==> config.mk <==
export PLATFORM = sky130hd
export DESIGN_NAME = tft_char_top
export DESIGN_NICKNAME = d
export VERILOG_FILES = /design/src/rtl/tft_char_pkg.sv /design/src/rtl/tft_timing_gen.sv /design/src/rtl/tft_char_top.sv
export SDC_FILE = /design/constraint.sdc
export NUM_CORES = 1
export LEC_CHECK = 0
export CAP_MARGIN = 20
export CORE_ASPECT_RATIO = 0.6
export CORE_MARGIN = 1
export CORE_UTILIZATION = 58
export DETAILED_ROUTE_END_ITERATION = 16
export HOLD_SLACK_MARGIN = 0.12
export PLACE_DENSITY = 0.78
export SLEW_MARGIN = 15
export SYNTH_ARGS = -nofsm -noshare
export SYNTH_HDL_FRONTEND = slang
export SYNTH_HIERARCHICAL = 1
export SYNTH_SLANG_ARGS = --single-unit
==> constraint.sdc <==
create_clock -name sys_clk -period 4.7 [get_ports sys_clk]
set_clock_uncertainty 0.1 [all_clocks]
set_input_delay 0.47 -clock sys_clk [delete_from_list [all_inputs] [get_ports sys_clk]]
set_output_delay 0.47 -clock sys_clk [all_outputs]
set_load 0.03 [all_outputs]
==> src/rtl/tft_char_pkg.sv <==
// Shared timing constants, colours, output bundle type and the 8x16 font
// for the "FPGA TFT" character overlay.
package tft_char_pkg;

    // Horizontal timing, in pixel ticks
    localparam int H_SYNC  = 41;
    localparam int H_BACK  = 2;
    localparam int H_VALID = 480;
    localparam int H_FRONT = 2;
    localparam int H_TOTAL = H_SYNC + H_BACK + H_VALID + H_FRONT;   // 525
    localparam int H_START = H_SYNC + H_BACK;                       // first active column
    localparam int H_END   = H_START + H_VALID;                     // one past last active

    // Vertical timing, in lines
    localparam int V_SYNC  = 10;
    localparam int V_BACK  = 2;
    localparam int V_VALID = 272;
    localparam int V_FRONT = 2;
    localparam int V_TOTAL = V_SYNC + V_BACK + V_VALID + V_FRONT;   // 286
    localparam int V_START = V_SYNC + V_BACK;
    localparam int V_END   = V_START + V_VALID;

    localparam int CNT_W = 10;   // holds 0..524
    localparam int POS_W = 9;    // holds active x 0..479, y 0..271

    // RGB565 colours
    localparam logic [15:0] COLOR_RED   = 16'hF800;
    localparam logic [15:0] COLOR_WHITE = 16'hFFFF;
    localparam logic [15:0] COLOR_BLACK = 16'h0000;

    // Text box geometry: 8 glyphs of 8x16, each pixel doubled
    localparam int TEXT_LEN = 8;
    localparam int GLYPH_H  = 16;
    localparam int BOX_W    = 128;
    localparam int BOX_H    = 32;

    // Registered pixel-side outputs, updated together on each pixel tick
    typedef struct packed {
        logic [15:0] rgb;
        logic        hsync;
        logic        vsync;
        logic        de;
    } pix_out_t;

    // Font ROM in string order: F, P, G, A, space, T, F, T (MSB = leftmost pixel)
    localparam logic [7:0] FONT [TEXT_LEN][GLYPH_H] = '{
        '{8'h00, 8'h00, 8'hFE, 8'h80, 8'h80, 8'h80, 8'h80, 8'hFC, 8'h80, 8'h80, 8'h80, 8'h80, 8'h80, 8'h00, 8'h00, 8'h00},
        '{8'h00, 8'h00, 8'hFC, 8'h82, 8'h82, 8'h82, 8'h82, 8'hFC, 8'h80, 8'h80, 8'h80, 8'h80, 8'h80, 8'h00, 8'h00, 8'h00},
        '{8'h00, 8'h00, 8'h7C, 8'h82, 8'h80, 8'h80, 8'h80, 8'h9E, 8'h82, 8'h82, 8'h82, 8'h86, 8'h7A, 8'h00, 8'h00, 8'h00},
        '{8'h00, 8'h00, 8'h10, 8'h28, 8'h44, 8'h82, 8'h82, 8'hFE, 8'h82, 8'h82, 8'h82, 8'h82, 8'h82, 8'h00, 8'h00, 8'h00},
        '{8'h00, 8'h00, 8'h00, 8'h00, 8'h00, 8'h00, 8'h00, 8'h00, 8'h00, 8'h00, 8'h00, 8'h00, 8'h00, 8'h00, 8'h00, 8'h00},
        '{8'h00, 8'h00, 8'hFE, 8'h10, 8'h10, 8'h10, 8'h10, 8'h10, 8'h10, 8'h10, 8'h10, 8'h10, 8'h10, 8'h00, 8'h00, 8'h00},
        '{8'h00, 8'h00, 8'hFE, 8'h80, 8'h80, 8'h80, 8'h80, 8'hFC, 8'h80, 8'h80, 8'h80, 8'h80, 8'h80, 8'h00, 8'h00, 8'h00},
        '{8'h00, 8'h00, 8'hFE, 8'h10, 8'h10, 8'h10, 8'h10, 8'h10, 8'h10, 8'h10, 8'h10, 8'h10, 8'h10, 8'h00, 8'h00, 8'h00}
    };

    // One font pixel; col 0 is the leftmost (MSB) pixel of the glyph row
    function automatic logic font_bit(logic [2:0] idx, logic [3:0] row, logic [2:0] col);
        return FONT[idx][row][3'd7 - col];
    endfunction

endpackage

==> src/rtl/tft_timing_gen.sv <==
// Pixel-clock divider plus horizontal/vertical scan counters for the
// 480x272 panel. Sync, DE and active x/y are combinational from the counters.
module tft_timing_gen
    import tft_char_pkg::*;
#(
    parameter int DIV = 4
) (
    input  logic             clk,
    input  logic             rst_n,
    output logic             tick,
    output logic             tft_clk,
    output logic             hsync,
    output logic             vsync,
    output logic             de,
    output logic [POS_W-1:0] x,
    output logic [POS_W-1:0] y
);

    localparam int DIV_W = $clog2(DIV);

    logic [DIV_W-1:0] cnt_div;
    logic [DIV_W-1:0] cnt_div_next;
    logic [CNT_W-1:0] cnt_h;
    logic [CNT_W-1:0] cnt_v;

    // Tick on the last divider phase; compute the divider's next value
    always_comb begin
        tick         = (cnt_div == DIV_W'(DIV - 1));
        cnt_div_next = tick ? '0 : cnt_div + DIV_W'(1);
    end

    // Divider and pixel clock; tft_clk follows the updated count so it rises
    // DIV/2 cycles after the pixel outputs change
    always_ff @(posedge clk) begin
        // NOTE: reset is synchronous, so it lives inside the clocked branch and
        // the edge list carries only the clock.
        if (!rst_n) begin
            cnt_div <= '0;
            tft_clk <= 1'b0;
        end else begin
            // NOTE: state registers use non-blocking assignments so every flop
            // samples pre-edge values regardless of statement order.
            cnt_div <= cnt_div_next;
            tft_clk <= (cnt_div_next >= DIV_W'(DIV / 2));
        end
    end

    // Scan counters: horizontal every tick, vertical at the end of each line
    always_ff @(posedge clk) begin
        if (!rst_n) begin
            cnt_h <= '0;
            cnt_v <= '0;
        end else if (tick) begin
            if (cnt_h == CNT_W'(H_TOTAL - 1)) begin
                cnt_h <= '0;
                cnt_v <= (cnt_v == CNT_W'(V_TOTAL - 1)) ? '0 : cnt_v + CNT_W'(1);
            end else begin
                cnt_h <= cnt_h + CNT_W'(1);
            end
        end
    end

    // Sync pulses, active-area flag and active-area coordinates
    always_comb begin
        // NOTE: every always_comb output gets a value before any branch, so no
        // path can leave it unassigned and infer a latch.
        x     = '0;
        y     = '0;
        hsync = (cnt_h < CNT_W'(H_SYNC));
        vsync = (cnt_v < CNT_W'(V_SYNC));
        de    = (cnt_h >= CNT_W'(H_START)) && (cnt_h < CNT_W'(H_END)) &&
                (cnt_v >= CNT_W'(V_START)) && (cnt_v < CNT_W'(V_END));
        if (de) begin
            x = POS_W'(cnt_h - CNT_W'(H_START));
            y = POS_W'(cnt_v - CNT_W'(V_START));
        end
    end

endmodule

==> src/rtl/tft_char_top.sv <==
// Video timing plus "FPGA TFT" overlay for a 480x272 RGB565 panel.
// Build option: define TFT_CHAR_BORDER_EN to draw a one-pixel FG_COLOR frame
// around the active area.
module tft_char_top
    import tft_char_pkg::*;
#(
    parameter int          DIV      = 4,
    parameter logic [15:0] FG_COLOR = COLOR_RED,
    parameter logic [15:0] BG_COLOR = COLOR_WHITE,
    parameter int          CHAR_X   = 176,
    parameter int          CHAR_Y   = 120
) (
    input  logic        sys_clk,
    input  logic        sys_rst_n,
    output logic [15:0] rgb,
    output logic        hsync,
    output logic        vsync,
    output logic        tft_clk,
    output logic        tft_bl,
    output logic        tft_de
);

    logic             tick;
    logic             hsync_c;
    logic             vsync_c;
    logic             de_c;
    logic [POS_W-1:0] x;
    logic [POS_W-1:0] y;
    logic             in_box;
    logic [6:0]       dx;
    logic [4:0]       dy;
    logic             glyph_on;
    logic [15:0]      color;
    pix_out_t         pix_next;
    pix_out_t         pix_q;

    tft_timing_gen #(
        .DIV (DIV)
    ) u_timing (
        .clk     (sys_clk),
        .rst_n   (sys_rst_n),
        .tick    (tick),
        .tft_clk (tft_clk),
        .hsync   (hsync_c),
        .vsync   (vsync_c),
        .de      (de_c),
        .x       (x),
        .y       (y)
    );

    // Character renderer: map x/y into the doubled-up glyph grid and pick a colour
    always_comb begin
        in_box   = (x >= POS_W'(CHAR_X)) && (x < POS_W'(CHAR_X + BOX_W)) &&
                   (y >= POS_W'(CHAR_Y)) && (y < POS_W'(CHAR_Y + BOX_H));
        dx       = 7'(x - POS_W'(CHAR_X));
        dy       = 5'(y - POS_W'(CHAR_Y));
        glyph_on = in_box && font_bit(dx[6:4], dy[4:1], dx[3:1]);
        color    = glyph_on ? FG_COLOR : BG_COLOR;
`ifdef TFT_CHAR_BORDER_EN
        if ((x == '0) || (x == POS_W'(H_VALID - 1)) ||
            (y == '0) || (y == POS_W'(V_VALID - 1))) begin
            color = FG_COLOR;
        end
`endif
        pix_next.rgb   = de_c ? color : COLOR_BLACK;
        pix_next.hsync = hsync_c;
        pix_next.vsync = vsync_c;
        pix_next.de    = de_c;
    end

    // Pixel outputs load together on the tick, keeping rgb/sync/DE aligned
    always_ff @(posedge sys_clk) begin
        if (!sys_rst_n) begin
            pix_q <= '0;
        end else if (tick) begin
            pix_q <= pix_next;
        end
    end

    // Backlight turns on the first cycle out of reset
    always_ff @(posedge sys_clk) begin
        if (!sys_rst_n) begin
            tft_bl <= 1'b0;
        end else begin
            tft_bl <= 1'b1;
        end
    end

    assign rgb    = pix_q.rgb;
    assign hsync  = pix_q.hsync;
    assign vsync  = pix_q.vsync;
    assign tft_de = pix_q.de;

endmodule

==> impl_summary.md, run 1 <==
Pwr
The maximum vdd ir drop is 0.140 mV. The combinational fraction of design power is 7.3%. The power density relative to cell area is 153 mW/mm^2. In this run, flip-flops and latches consume 59.2% of the power. The leakage component of the power is 0.951 nW. The design internal power is 0.000306 W. The switching power total is 0.0000926 W. Summing internal, switching and leakage power gives 0.000399 W.

The switching power as a share of total power is 23.2%. The clock network accounts for 33.4% of the total power.

Floorplanning
For this configuration, the core starts out at a cell density of 64.0%. The die is 52.6 um tall. The initialized floorplan defines 17 standard-cell rows.

The count of boundary I/O pins is 23. The total area inside the core boundary comes to 0.00387 mm^2. Measured along the x axis, the die boundary spans 86.4 um. The area of the die is 0.00454 mm^2.

Worst setup path
The worst setup path is captured at a flop. In this design, the critical path's most frequently occurring cell is sky130_fd_sc_hd__ha_1. The critical path in this run is classified as reg -> reg. The largest single stage delay on the critical path is 0.49 ns. The sum of buffers and inverters on the critical path is 0. Traced cell by cell, the critical path runs through ha_1 > and2_4 > or4_1 > a221o_1 > nor3_1 > ha_1 > ha_1 > mux2i_1 > a21oi_1 > a31oi_1 > a221oi_2 > o311ai_1 > a31oi_1. In this run the worst setup path begins at u_timing/cnt_v[3]$_SDFFE_PN0P_. The worst path required time is 4.76 ns. For this design, the slowest cell found on the critical path is sky130_fd_sc_hd__nor3_1. The arrival time reported for the critical path endpoint is 4.22 ns. The family with the most delay on the worst path is compound AO/OA/AOI/OAI gates. In this run the worst path has a maximum fanout of 14. The startpoint of the worst register-to-register path is u_timing/cnt_v[3]$_SDFFE_PN0P_. The startpoint type of the worst setup path is a flop.

Clocking
CTS placed an instance of sky130_fd_sc_hd__clkbuf_8 at the clock tree root. The maximum count of clock buffers along a single path is 2. The number of hold buffers added after CTS was 0.

The number of CTS-inserted buffers is 3. Post-CTS timing repair inserted 0 buffers for setup. Clock tree synthesis found a total of 27 sinks. The clock tree from TritonCTS is done. Post-CTS repair changed the size of 0 cells. For the worst-skew pair, the clock arrives at the later sink with an insertion delay of 0.27 ns. The maximum level of the CTS H-tree is 1. The clock input transition at the sequential cells of the worst setup and hold paths is 0.09 ns.

Timing
Of the available clock period, the critical path in the final layout requires 88.7%. The clock period could shrink to 4.17 ns. Based on the critical path, the design can be clocked at up to 0.240 GHz. In this run the tightest slew margin relative to its limit is 48.7%. Setup repair after global routing left no endpoint under its margin. Setup violations remaining at the end of the flow were counted as 0.

The worst-margin pin slew is 0.763 ns. The final max-slew violation count is 0. Across all hold checks on the routed design, the worst slack comes to 0.321 ns. Summed over all failing endpoints, the final setup total negative slack is 0 ns. The count of final hold-check violations is 0.

Placed design
The HPWL reported at the end of detailed placement is 4020 um. The number of input and output port buffers inserted is 22. Routability-driven placement finished with a final weighted congestion of 0.880. The total instance count after detailed placement is 360.

The cell area after placement is 0.00256 mm^2.

Cells and area
For this run, the post-layout net count is 326. The post-route cell area is 0.00261 mm^2. After filler insertion, the fill cell instance count of the layout stands at 327.

The number of standard cells in the final layout excluding fillers is 364. The number of inserted diodes is 0. From synthesis to final layout, the design area changed by 5.31%. In the layout the commonest cells are sky130_fd_sc_hd__nor2_1, sky130_fd_sc_hd__dfxtp_1, sky130_fd_sc_hd__clkdlybuf4s50_1.

Of the cells placed in the final design, the portion with a size suffix greater than 1 is 8.79%.

Hold path
The startpoint identified for the worst hold timing path is u_timing/cnt_div[0]$_SDFF_PN0_. The worst min-delay path category is reg -> reg.

Status
The run finished with clean final reports.

Yosys
The cell count after synthesis is 310. The synthesized netlist occupies a cell area of 0.00248 mm^2. The Yosys step of the flow raised 6 warnings. The number of nets produced by synthesis is 328.

The mean instance size in the synthesized netlist is 7.99 um^2.

Route
The detailed router's first-iteration violation count is 304. Summed over all layers, the routed wires come to 5330 um. The number of search-and-repair iterations in the first detailed-routing pass is 5. Across all layers, the routed design uses 2239 vias.

The count of nets left with antenna violations once routing finished came out at 0. After detailed routing, the average wire length per cell comes to 14.7 um. In the routed design, unresolved DRC markers number 0. The number of vias per cell is 6.15.

GRT
The total overflow left after global routing is 0. The number of antenna violations at the first check in global routing is 0. The first global-routing pass estimated 8860 um of wire. Entering global routing, the biggest net connects 17 pins. The global-route usage over all layers is 24.8%. The number of global-route vias before repair is 1837.

Run
The number of max-cap violations is 0.
[flip-flops by register name (all words and copies together) (netlist names)]
signal and flops:
u_timing/cnt_v 10, u_timing/tft_clk 1, hsync 1, vsync 1
rgb 2, tft_bl 1, u_timing/cnt_h 10, u_timing/cnt_div 1
[worst reg2reg max path, stage by stage (launching register included)]
cell	delay (ns)
sky130_fd_sc_hd__dfxtp_1	0.36
sky130_fd_sc_hd__ha_1	0.24
sky130_fd_sc_hd__and2_4	0.19
sky130_fd_sc_hd__or4_1	0.40
sky130_fd_sc_hd__a221o_1	0.40
sky130_fd_sc_hd__nor3_1	0.49
sky130_fd_sc_hd__ha_1	0.32
sky130_fd_sc_hd__ha_1	0.42
sky130_fd_sc_hd__mux2i_1	0.28
sky130_fd_sc_hd__a21oi_1	0.10
sky130_fd_sc_hd__a31oi_1	0.21
sky130_fd_sc_hd__a221oi_2	0.12
sky130_fd_sc_hd__o311ai_1	0.30
sky130_fd_sc_hd__a31oi_1	0.11
[final cells by class]
type | instances | area [um^2] | share of cell area [%]
Multi-Input combinational cell | 234 | 1630 | 62.6
Timing Repair Buffer | 28 | 265 | 10.2
Sequential cell | 27 | 541 | 20.7
Tap cell | 57 | 71.3 | 2.74
Inverter | 14 | 52.6 | 2.02
Clock buffer | 4 | 45.0 | 1.73
[final timing paths]
check,cells past startpoint,slack (ns),endpoint
max reg2reg,13,0.53,rgb[10]$_SDFFE_PN0P_
min,1,0.32,u_timing/cnt_div[0]$_SDFF_PN0_
max,13,0.53,rgb[10]$_SDFFE_PN0P_
min reg2reg,1,0.32,u_timing/cnt_div[0]$_SDFF_PN0_
[per-stage QoR]
stage / util, % / worst slack, ns
6_report: 67.4 / 0.532
5_1_grt: 67.4 / 0.252
4_1_cts: 67.4 / 0.601
3_5_place_dp: 66.2 / 0.627
3_3_place_gp: 66.2 / 0.791
2_1_floorplan: - / 0.872
[power by group through the flow]
stage                     clock, W  sequential (W)  combinational [W]
after CTS                 0.000138        0.000236          0.0000293
after global routing      0.000146        0.000237          0.0000322
after floorplan                  0        0.000246          0.0000132
after global placement           0        0.000242          0.0000287
final                     0.000133        0.000236          0.0000291
after detailed placement         0        0.000242          0.0000293
[layer usage]
layer	up-vias	routed length, um	GRT usage, %
met5	-	0	0
met4	0	25	3.33
met3	7	482	5.35
met2	104	2150	36.6
met1	1037	2680	37.0
li1	1091	-	-
Power figures use the tool's default switching activity.
==> inputs of run 2 (changes only) <==
--- a/config.mk
+++ b/config.mk
@@ -11,6 +11,7 @@
 export CORE_UTILIZATION = 58
 export DETAILED_ROUTE_END_ITERATION = 16
 export HOLD_SLACK_MARGIN = 0.12
+export MAX_ROUTING_LAYER = met4
 export PLACE_DENSITY = 0.78
 export SLEW_MARGIN = 15
 export SYNTH_ARGS = -nofsm -noshare
==> impl_summary.md, run 2 (synthesis gave the netlist of run 1 again) <==
Timing
The worst-margin pin slew is 0.775 ns (was 0.763 ns). The worst slew slack as a fraction of its limit is 48.0% (was 48.7%). The count of final hold-check violations is 0 (unchanged). The post-route setup TNS came to 0 ns (unchanged). The clock period minus worst slack is 4.19 ns (was 4.17 ns). The setup violation total in the final timing report is 0 (unchanged).

The highest clock rate was 0.239 GHz (was 0.240 GHz). The final max-slew violation count came to 0 (unchanged). The ratio of final minimum period to clock period is 89.1% (was 88.7%).

Unrepaired setup endpoints after global routing: false (unchanged). The slack of the critical path is 0.511 ns (was 0.532 ns).

Worst setup path
The biggest cell delay along the critical path was 0.48 ns (was 0.49 ns). The path depth of the worst reg2reg path is 13 (unchanged). The worst-path maximum fanout is 14 (unchanged). The kind of critical path is reg -> reg (unchanged). The startpoint type of the worst setup path was a flop (unchanged). The family with the most delay on the worst path is compound AO/OA/AOI/OAI gates (unchanged). The slowest library cell on the worst path is sky130_fd_sc_hd__nor3_1 (unchanged).

The cell repeated most along the worst path is sky130_fd_sc_hd__ha_1 (unchanged). Ordered list of cells on the worst path: ha_1 > and2_4 > or4_1 > a221o_1 > nor3_1 > ha_1 > ha_1 > mux2i_1 > a21oi_1 > a31oi_1 > a221oi_2 > o311ai_1 > a31oi_1 (unchanged). The worst path required time was 4.76 ns (about the same). The sum of buffers and inverters on the critical path is 0 (unchanged).

The arrival time reported for the critical path endpoint was 4.24 ns (was 4.22 ns). The critical path depth is 13 (unchanged). The kind of capture point of the worst setup path is a flop (unchanged).

Route
The detailed router's first-iteration violation count is 300 (was 304). The number of routed nets with antenna violations is 0 (unchanged). The number of search-and-repair iterations in the first detailed-routing pass is 5 (unchanged). The number of vias per cell was 6.14 (was 6.15).

The number of vias in the routed layout came to 2234 (was 2239). The number of DRC violations after detailed routing is 0 (unchanged). The detail-routed net length per standard cell is 14.8 um (was 14.7 um). The total wire length is 5380 um (was 5330 um).

Floorplanning
The die boundary height is 52.6 um (unchanged). The count of boundary I/O pins is 23 (unchanged). The core footprint is 0.00387 mm^2 (unchanged). The floorplan die width was 86.4 um (unchanged).

The starting utilization of the core area is 64.0% (unchanged). The count of standard-cell rows came to 17 (unchanged). The area of the die came to 0.00454 mm^2 (unchanged).

Clocking
The maximum level of the CTS H-tree is 1 (unchanged). The count of hold buffers inserted by post-cts repair is 0 (unchanged). The clock input transition at the sequential cells of the worst setup and hold paths is 0.09 ns (about the same).

The number of CTS-inserted buffers is 3 (unchanged). The number of setup buffers added after CTS is 0 (unchanged). The number of instances resized during post-cts repair is 0 (unchanged).

The clock tree from TritonCTS is done (unchanged). The clock insertion delay at the later pin of the skew report is 0.27 ns (about the same). The maximum count of clock buffers along a single path was 2 (unchanged). The root cell of the clock tree is sky130_fd_sc_hd__clkbuf_8 (unchanged).

The count of clock tree sinks was 27 (unchanged).

Placed design
The worst setup slack before clock tree synthesis is 0.627 ns (unchanged). The last weighted congestion value of the routability-driven placer is 0.894 (was 0.880). The HPWL reported at the end of detailed placement is 4020 um (unchanged). The number of input and output port buffers inserted was 22 (unchanged).

Hold path
The number of cells on the worst hold path was 1 (unchanged). The worst min-delay path category is reg -> reg (unchanged).

Cells and area
The combined area of the multi-input logic cells is 0.00163 mm^2 (unchanged). The number of nets in the layout was 326 (unchanged). The layout overhead on the synthesized area came to 5.31% (unchanged).

The fill cell total of the finished layout is 327 (unchanged). Commonest cells after routing, fill and taps aside: sky130_fd_sc_hd__nor2_1, sky130_fd_sc_hd__dfxtp_1, sky130_fd_sc_hd__clkdlybuf4s50_1 (unchanged). The number of inserted diodes was 0 (unchanged).

The flip-flop and latch area was 541 um^2 (unchanged). The proportion of layout cells with a drive suffix above 1 was 8.79% (unchanged).

Pwr
The maximum vdd ir drop is 0.141 mV (was 0.140 mV). The leakage component of the power is 0.951 nW (unchanged). The power density relative to cell area came to 153 mW/mm^2 (about the same).

GRT
The largest net degree at the start of global routing came to 17 (unchanged). The number of global-route vias before repair is 1836 (was 1837). The residual overflow from global routing is 0 (unchanged). The first-pass GRT wire length is 8870 um (was 8860 um).

The number of antenna violations at the first check in global routing is 0 (unchanged). The global-route usage over all layers is 25.4% (was 24.8%).

Run
The number of max-cap violations is 0 (unchanged).

Status
Result of the run: finished clean (unchanged).
run 2: through the flow:
step	instances	power (W)	hold WS, ns	util [%]	cell area (um^2)
floorplan	310	0.000259	0.301	-	2480
global placement	360	0.000270	0.309	66.2	2560
finish	364	0.000399	0.321	67.4	2610
detailed placement	360	0.000271	0.313	66.2	2560
CTS	364	0.000404	0.327	67.4	2610
global route	364	0.000415	0.343	67.4	2610
run 2: path summary, 6_finish.rpt:
path | start | to | slack, ns
setup / recovery | u_timing/cnt_v[3]$_SDFFE_PN0P_ | rgb[10]$_SDFFE_PN0P_ | 0.51
hold / removal | u_timing/cnt_div[0]$_SDFF_PN0_ | u_timing/cnt_div[0]$_SDFF_PN0_ | 0.32
setup reg to reg | u_timing/cnt_v[3]$_SDFFE_PN0P_ | rgb[10]$_SDFFE_PN0P_ | 0.51
hold reg to reg | u_timing/cnt_div[0]$_SDFF_PN0_ | u_timing/cnt_div[0]$_SDFF_PN0_ | 0.32
run 2: cell type report:
type | instances | area share (%)
Clock buffer | 4 | 1.73
Inverter | 14 | 2.02
Multi-Input combinational cell | 234 | 62.6
Sequential cell | 27 | 20.7
Tap cell | 57 | 2.74
Timing Repair Buffer | 28 | 10.2
run 2: power breakdown:
group	switching [W]	internal, W	leakage, nW
combinational	0.0000170	0.0000122	0.710
sequential	0.00000310	0.000233	0.219
clock	0.0000727	0.0000608	0.0228
run 2: worst register-to-register path, cell delays in order, from the launching register on:
cell,delay (ns)
sky130_fd_sc_hd__dfxtp_1,0.36
sky130_fd_sc_hd__ha_1,0.24
sky130_fd_sc_hd__and2_4,0.19
sky130_fd_sc_hd__or4_1,0.40
sky130_fd_sc_hd__a221o_1,0.40
sky130_fd_sc_hd__nor3_1,0.48
sky130_fd_sc_hd__ha_1,0.33
sky130_fd_sc_hd__ha_1,0.42
sky130_fd_sc_hd__mux2i_1,0.28
sky130_fd_sc_hd__a21oi_1,0.11
sky130_fd_sc_hd__a31oi_1,0.22
sky130_fd_sc_hd__a221oi_2,0.12
sky130_fd_sc_hd__o311ai_1,0.30
sky130_fd_sc_hd__a31oi_1,0.11
run 2: metal layers:
metal | part of all wire (%) | global-route usage [%]
met1 | 50 | 37.0
met3 | 10 | 5.35
met5 | 0 | -
met2 | 40 | 36.6
met4 | 0.47 | 3.33
==> inputs of run 3 (changes only) <==
--- a/config.mk
+++ b/config.mk
@@ -8,11 +8,11 @@
 export CAP_MARGIN = 20
 export CORE_ASPECT_RATIO = 0.6
 export CORE_MARGIN = 1
-export CORE_UTILIZATION = 58
+export CORE_UTILIZATION = 49
 export DETAILED_ROUTE_END_ITERATION = 16
 export HOLD_SLACK_MARGIN = 0.12
 export MAX_ROUTING_LAYER = met4
-export PLACE_DENSITY = 0.78
+export PLACE_DENSITY = 0.68
 export SLEW_MARGIN = 15
 export SYNTH_ARGS = -nofsm -noshare
 export SYNTH_HDL_FRONTEND = slang
==> impl_summary.md, run 3 (synthesis gave the netlist of run 1 again) <==
Run
The number of max-cap violations came to 0 (unchanged).

Route
The number of vias per cell is 5.98 (was 6.14). The number of vias in the routed layout is 2212 (was 2234). The number of search-and-repair iterations in the first detailed-routing pass came to 5 (unchanged).

The total wire length was 5490 um (was 5380 um). The detail-routed net length per standard cell came to 14.8 um (about the same). The detailed router's first-iteration violation count is 233 (was 300). The number of DRC violations after detailed routing is 0 (unchanged). The number of routed nets with antenna violations was 0 (unchanged).

GRT
The number of global-route vias before repair came to 1879 (was 1836). The global-route usage over all layers is 22.5% (was 25.4%). The number of antenna violations at the first check in global routing was 0 (unchanged). The first-pass GRT wire length came to 9290 um (was 8870 um).

The residual overflow from global routing is 0 (unchanged). The largest net degree at the start of global routing came to 17 (unchanged).

Floorplanning
The die boundary height came to 57.1 um (was 52.6 um). The count of standard-cell rows came to 19 (was 17). The count of boundary I/O pins is 23 (unchanged).

The floorplan die width is 93.8 um (was 86.4 um). The area of the die was 0.00535 mm^2 (was 0.00454 mm^2). The starting utilization of the core area came to 52.6% (was 64.0%). The core footprint was 0.00471 mm^2 (was 0.00387 mm^2).

Placed design
The last weighted congestion value of the routability-driven placer came to 0.890 (was 0.894). The HPWL reported at the end of detailed placement is 4090 um (was 4020 um). The total instance count after detailed placement is 366 (was 360).

The worst setup slack before clock tree synthesis is 0.650 ns (was 0.627 ns). The number of input and output port buffers inserted was 22 (unchanged).

Timing
The highest clock rate is 0.241 GHz (was 0.239 GHz). The worst slew slack as a fraction of its limit is 46.5% (was 48.0%). The clock period minus worst slack is 4.14 ns (was 4.19 ns). The ratio of final minimum period to clock period is 88.2% (was 89.1%). The final max-slew violation count is 0 (unchanged). The worst-margin pin slew came to 0.796 ns (was 0.775 ns). The post-route setup TNS is 0 ns (unchanged). The slack of the critical path is 0.557 ns (was 0.511 ns). The setup violation total in the final timing report is 0 (unchanged).

The count of final hold-check violations was 0 (unchanged). Unrepaired setup endpoints after global routing: false (unchanged).

Clocking
The maximum count of clock buffers along a single path is 2 (unchanged). The number of instances resized during post-cts repair is 0 (unchanged). The maximum level of the CTS H-tree is 1 (unchanged). The root cell of the clock tree is sky130_fd_sc_hd__clkbuf_8 (unchanged). The count of hold buffers inserted by post-cts repair is 0 (unchanged). The count of clock tree sinks is 27 (unchanged). The clock input transition at the sequential cells of the worst setup and hold paths came to 0.09 ns (about the same).

The clock tree from TritonCTS is done (unchanged). The number of CTS-inserted buffers is 3 (unchanged). The number of setup buffers added after CTS is 0 (unchanged). The clock insertion delay at the later pin of the skew report was 0.27 ns (about the same).

Pwr
The power density relative to cell area is 151 mW/mm^2 (was 153 mW/mm^2). The leakage component of the power is 0.951 nW (unchanged). The maximum vdd ir drop is 0.0933 mV (was 0.141 mV).

Cells and area
The proportion of layout cells with a drive suffix above 1 came to 8.79% (unchanged). The number of standard cells in the final layout excluding fillers is 370 (was 364). The number of inserted diodes is 0 (unchanged). The layout overhead on the synthesized area was 5.61% (was 5.31%). The number of nets in the layout is 326 (unchanged). Commonest cells after routing, fill and taps aside: sky130_fd_sc_hd__nor2_1, sky130_fd_sc_hd__dfxtp_1, sky130_fd_sc_hd__clkdlybuf4s50_1 (unchanged).

The fill cell total of the finished layout came to 445 (was 327).

Worst setup path
Ordered list of cells on the worst path: ha_1 > and2_4 > or4_1 > a221o_1 > nor3_1 > ha_1 > ha_1 > mux2i_1 > a21oi_1 > a31oi_1 > a221oi_2 > o311ai_1 > a31oi_1 (unchanged). The startpoint of the worst register-to-register path is u_timing/cnt_v[2]$_SDFFE_PN0P_ (was u_timing/cnt_v[3]$_SDFFE_PN0P_). The worst-path maximum fanout is 14 (unchanged).

The startpoint type of the worst setup path is a flop (unchanged). The kind of capture point of the worst setup path is a flop (unchanged). The arrival time reported for the critical path endpoint was 4.19 ns (was 4.24 ns). The cell repeated most along the worst path was sky130_fd_sc_hd__ha_1 (unchanged). The worst path required time is 4.75 ns (was 4.76 ns).

The kind of critical path is reg -> reg (unchanged). The biggest cell delay along the critical path is 0.46 ns (was 0.48 ns). The slowest library cell on the worst path is sky130_fd_sc_hd__nor3_1 (unchanged).

The critical path startpoint is u_timing/cnt_v[2]$_SDFFE_PN0P_ (was u_timing/cnt_v[3]$_SDFFE_PN0P_).

Hold path
The startpoint of the worst hold path is u_timing/cnt_div[0]$_SDFF_PN0_ (unchanged). The worst min-delay path category is reg -> reg (unchanged).

Status
Result of the run: finished clean (unchanged).
run 3: cell counts in the layout (fill, tap and decap cells not counted):
Identical to the previous run, type by type.
run 3: per-stage QoR:
step	area [um^2]	power (W)	hold slack (ns)	util, %
CTS	2620	0.000406	0.330	55.6
global route	2620	0.000419	0.349	55.6
finish	2620	0.000396	0.324	55.6
detailed placement	2570	0.000271	0.317	54.6
floorplan	2480	0.000259	0.301	-
global placement	2570	0.000270	0.315	54.6
run 3: power breakdown:
group,switching [W],total [W],internal (W)
sequential,0.00000317,0.000236,0.000233
combinational,0.0000169,0.0000290,0.0000121
clock,0.0000698,0.000130,0.0000607
run 3: path summary, 6_finish.rpt:
check | end | cells after the start | slack [ns]
setup / recovery | rgb[10]$_SDFFE_PN0P_ | 13 | 0.56
hold / removal | u_timing/cnt_div[0]$_SDFF_PN0_ | 1 | 0.32
setup reg to reg | rgb[10]$_SDFFE_PN0P_ | 13 | 0.56
hold reg to reg | u_timing/cnt_div[0]$_SDFF_PN0_ | 1 | 0.32
run 3: critical path: cells and delay by family, from the launching register on:
family,cells,cell delay [ns]
adder cells (fa/ha/maj),3,0.98
AND/OR/NAND/NOR,3,1.05
AO/OA/AOI/OAI,6,1.28
multiplexers,1,0.26
flip-flops,1,0.35
run 3: routing by layer:
layer	global-route usage (%)	share of wire [%]	vias to the layer above
met5	-	0	-
met1	35.1	52	1009
li1	-	-	1091
met2	29.9	39	110
met4	2.20	0.16	0
met3	4.67	9.6	2
run 3: final cells by class:
type	count	area, um^2	share of cell area, %
multi-input cells	234	1630	62.4
flip-flops and latches	27	541	20.7
clock buffers	4	45.0	1.72
repair buffers	28	265	10.1
well taps	63	78.8	3.01
inverters	14	52.6	2.01
